--- src/rtl/half_adder_core.sv ---
// half_adder_core: registered, valid/ready handshaked bank of independent
// half-adder lanes (s = a ^ b, c = a & b) with optional transfer counters.
//
// Ports:
//   clk, rst_n          clock, asynchronous active-low reset
//   in_valid/in_ready   operand handshake (a, b: one bit per lane)
//   out_valid/out_ready result handshake (s, c, carry_any)
//   cnt_clr             synchronous clear of the statistics counters
//   op_count            accepted operand transfers (saturating)
//   carry_count         accepted transfers with any lane carry (saturating)
//
// Build option: define HALF_ADDER_STATS_EN to implement the counters;
// otherwise op_count/carry_count read 0 and cnt_clr is ignored.

module half_adder_core #(
    parameter int WIDTH = 1,
    parameter int CNT_W = 16
) (
    input  logic             clk,
    input  logic             rst_n,
    input  logic             in_valid,
    output logic             in_ready,
    input  logic [WIDTH-1:0] a,
    input  logic [WIDTH-1:0] b,
    output logic             out_valid,
    input  logic             out_ready,
    output logic [WIDTH-1:0] s,
    output logic [WIDTH-1:0] c,
    output logic             carry_any,
    input  logic             cnt_clr,
    output logic [CNT_W-1:0] op_count,
    output logic [CNT_W-1:0] carry_count
);

    logic             in_xfer;
    logic [WIDTH-1:0] sum_next;
    logic [WIDTH-1:0] carry_next;
    logic             carry_any_next;

    // Single result slot: accept when empty or when it drains this cycle.
    assign in_ready = !out_valid || out_ready;
    assign in_xfer  = in_valid && in_ready;

    assign sum_next       = a ^ b;
    assign carry_next     = a & b;
    assign carry_any_next = |carry_next;

    always_ff @(posedge clk or negedge rst_n) begin
        if (!rst_n) begin
            out_valid <= 1'b0;
            s         <= '0;
            c         <= '0;
            carry_any <= 1'b0;
        end else begin
            if (in_xfer) begin
                out_valid <= 1'b1;
                s         <= sum_next;
                c         <= carry_next;
                carry_any <= carry_any_next;
            end else if (out_ready) begin
                // Result drained with nothing behind it; data holds.
                out_valid <= 1'b0;
            end
        end
    end

`ifdef HALF_ADDER_STATS_EN

    localparam logic [CNT_W-1:0] CNT_MAX = '1;

    logic [CNT_W-1:0] op_q;
    logic [CNT_W-1:0] carry_q;

    // Clear wins over a same-cycle transfer; counters stick at all-ones.
    always_ff @(posedge clk or negedge rst_n) begin
        if (!rst_n) begin
            op_q    <= '0;
            carry_q <= '0;
        end else if (cnt_clr) begin
            op_q    <= '0;
            carry_q <= '0;
        end else if (in_xfer) begin
            if (op_q != CNT_MAX) begin
                op_q <= op_q + 1'b1;
            end
            if (carry_any_next && (carry_q != CNT_MAX)) begin
                carry_q <= carry_q + 1'b1;
            end
        end
    end

    assign op_count    = op_q;
    assign carry_count = carry_q;

`else

    logic unused_cnt_clr;

    assign unused_cnt_clr = cnt_clr;
    assign op_count       = '0;
    assign carry_count    = '0;

`endif

    // A stalled result must not change until it is taken.
    property p_hold_on_stall;
        @(posedge clk) disable iff (!rst_n)
        (out_valid && !out_ready) |=>
            (out_valid && $stable(s) && $stable(c) && $stable(carry_any));
    endproperty

    a_hold_on_stall : assert property (p_hold_on_stall);

    // The flag is always the reduction of the registered carries.
    property p_carry_any;
        @(posedge clk) disable iff (!rst_n)
        carry_any == (|c);
    endproperty

    a_carry_any : assert property (p_carry_any);

endmodule

--- config.mk ---
export PLATFORM = sky130hd
export DESIGN_NAME = half_adder_core
export DESIGN_NICKNAME = d
export VERILOG_FILES = /design/src/rtl/half_adder_core.sv
export SDC_FILE = /design/constraint.sdc
export NUM_CORES = 1
export LEC_CHECK = 0
export CORE_MARGIN = 3
export CORE_UTILIZATION = 29
export CTS_CLUSTER_DIAMETER = 80
export CTS_CLUSTER_SIZE = 40
export DETAILED_ROUTE_END_ITERATION = 8
export PLACE_DENSITY_LB_ADDON = 0.15
export SLEW_MARGIN = 10
export SYNTH_ARGS = -nofsm -noshare
export SYNTH_HDL_FRONTEND = slang
export SYNTH_SLANG_ARGS = --single-unit
--- constraint.sdc ---
create_clock -name clk -period 1.8 [get_ports clk]
set_clock_uncertainty 0.2 [all_clocks]
set_input_delay 0.36 -clock clk [delete_from_list [all_inputs] [get_ports clk]]
set_output_delay 0.36 -clock clk [all_outputs]
set_load 0.005 [all_outputs]
==> impl_summary.txt <==
----------------------------------------------------
[Final layout]
  Final net count ... 65
  Final instance area ... 415 um^2
  Post-Layout Cell Count ... 70
  Proportion of layout cells with a drive suffix above 1 ... 14.3%
  Area Growth Syn to Fin ... 4.73%
  Diode insertion count for antenna repair ... 0

[Logic synthesis]
  Share of Yosys cell area claimed by the top area cell type ... 62.5%
  Netlist Area Pre-Place ... 397 um^2
  Fraction of the yosys area taken by sequential cells ... 18.9%
  Leading cell type by number of instances after synthesis ... buf_4
  Cell taking the most area after synthesis ... buf_4
  Avg Cell Area, Syn ... 9.22 um^2
  Post-synth top flop ... dfrtp_1
  Share of async-settable or async-resettable flops after synthesis ... 100%
  Unique masters post-synth ... 8
  Synth top cells by count ... buf_4, dfrtp_1, mux2_4
  Warnings, synthesis ... 0
  Cell types occupying the most area after synthesis ... buf_4, dfrtp_1, mux2_4
  Gate count of the mapped netlist ... 43
  Post-synth EDFFs ... 0
  Number of storage elements in the synthesis netlist ... 3

[Global routing]
  Number of antenna violations at the first check in global routing ... 0
  Global-route wire length before repair ... 552 um
  Number of global-route vias before repair ... 136
  Pin count of the biggest net entering global routing ... 4
  Aggregate global-route resource usage ... 4.55%
  Total overflow reported by the global router ... 0

[Detailed routing]
  Total number of vias ... 209
  Starting DRT DRC Count ... 0
  Final ANT Viol Nets ... 0
  Detailed-route DRC error count ... 0
  Total length of routed wires ... 511 um
  Routed vias/inst ... 2.99
  Detailed-route wire length per cell ... 7.30 um
  Detailed-router iteration count before antenna repair ... 1

[STA]
  Minimum clock period ... 1720 ps
  Share of the clock period used by the worst path ... 95.8%
  Count of pins over their slew limit ... 0
  Hold violation count in the final report ... 0
  Achievable frequency ... 0.580 GHz
  Unrepaired setup endpoints after global routing ... false
  Final hold slack ... 112 ps
  Final setup violation count ... 0

[Setup path]
  Data arrival time of the critical path ... 1160 ps
  Startpoint type of the worst setup path ... input port
  Worst path cell trace ... clkdlybuf4s50_1 > nand2b_4 > dlygate4sd2_1
  WP data required ... 1240 ps
  Slowest stage cell, crit path ... clkdlybuf4s50_1
  Buf/Inv on CP ... 2
  Highest fanout seen on the critical path ... 2
  Crit path kind ... input port to primary output
  Delay contributed by the slowest stage of the critical path ... 460 ps
  Worst setup EP type ... primary output
  Top Family by Delay on Critical Path ... buffers and inverters

[Power and ir drop]
  Leakage dissipation ... 0.000239 uW
  Max VDD drop ... 0.000130 V
  Power density cells ... 666 nW/um^2

[Floorplanning]
  Total core area ... 1190 um^2
  Full die area ... 1850 um^2
  I/O Pins ... 44
  Die Span X ... 43.0 um
  Row count ... 12
  Initial Utilization ... 33.4%
  Die height ... 43.0 um

[Placed design]
  Port Buf Inserts ... 10
  Detail Placement HPWL ... 447 um
  Number of cells in the design after placement ... 66
  Routability congestion estimate from global placement ... 0.558
  Placed cell area ... 390 um^2

[Clock network]
  CTS clk-pin slew, worst paths ... 40 ps
  Hold-fix buffers, CTS ... 0
  Clock latency at the later pin of the worst-skew pair ... 230 ps
  Clock tree from TritonCTS ... built
  Resized cells post-CTS ... 1
  H-Tree Depth ... 1
  TritonCTS buffer count ... 3
  Sink Count ... 3
  CTS Buffer Depth ... 2
  Root Buffer Master ... clkbuf_4
  Post-CTS setup buffers ... 0

[Status]
  Run status ... finished clean

[Job]
  Max-cap violations ... 0

[Worst hold path]
  Min-delay worst type ... input port to asynchronous set/reset pin

----------------------------------------------------
stage by stage:
step	setup WS, ps	TNS [ps]	utilization, %	total power, uW
after floorplan	597	0	-	172
after global placement	-180	-180	32.9	160
after detailed placement	-188	-188	32.9	161
after CTS	64.9	0	35.0	282
after global routing	34.4	0	35.0	295
final	75.0	0	35.0	277
state kept, by name, summed over array words and instances (netlist names):
| register | cells |
|---|---|
| c | 1 |
| out_valid | 1 |
| s | 1 |
power breakdown:
group | internal (uW) | total, uW | leakage, uW | switching [uW]
combinational | 46.1 | 77.0 | 0.000189 | 30.9
sequential | 76.6 | 82.6 | 0.0000354 | 5.95
clock | 83.0 | 117 | 0.0000150 | 34.0
total | 206 | 277 | 0.000239 | 70.9
cell usage in the layout, fill, tap and decap left out, drive strengths merged:
cell | synthesis | routed
conb | 1 | 32
clkdlybuf4s50 | 0 | 9
clkbuf | 0 | 4
dfrtp | 3 | 3
mux2 | 2 | 2
nand2b | 1 | 1
or2b | 1 | 1
nand2 | 1 | 1
ha | 1 | 1
dlygate4sd2 | 0 | 1
buf | 33 | 1
worst reg2reg max path, cell delays in order (launching register included):
cell and delay (ps):
dfrtp_1 380, nand2b_4 60, buf_4 130, nand2_2 80
mux2_4 290
metal layers:
layer	GRT usage (%)	vias to the layer above	wire, um
met5	0	-	0
met2	6.29	25	254
met3	2.54	0	110
met4	5.42	0	0
met1	4.27	91	146
li1	-	93	-
area by class of cell:
type                            count  area (um^2)
Timing Repair Buffer               11          106
Clock buffer                        4         26.3
Sequential cell                     3         75.1
Multi-Input combinational cell     38          190
Fill cell                         145          771
Tap cell                           14         17.5
final timing paths:
kind                           start   endpoint  slack, ps  depth (start not counted)
min reg2reg                        s          s        310                          1
max                        out_ready   in_ready         80                          3
max in group asynchronous      rst_n          c       1150                          1
max reg2reg                out_valid          c        540                          4
min in group clk                   s          s        310                          1
min                            rst_n  out_valid        110                          1
cell families (layout without fill, tap and decap cells):
| kind of cell | after synthesis | count (layout) | synth area share [%] |
|---|---|---|---|
| buffers and inverters | 33 | 15 | 62.5 |
| DFF | 3 | 3 | 18.9 |
| and+or+nand+nor | 3 | 3 | 6.94 |
| muxes | 2 | 2 | 7.57 |
| adders and majority gates | 1 | 1 | 3.15 |
| other | 1 | 32 | 0.945 |
Power figures use the tool's default switching activity.
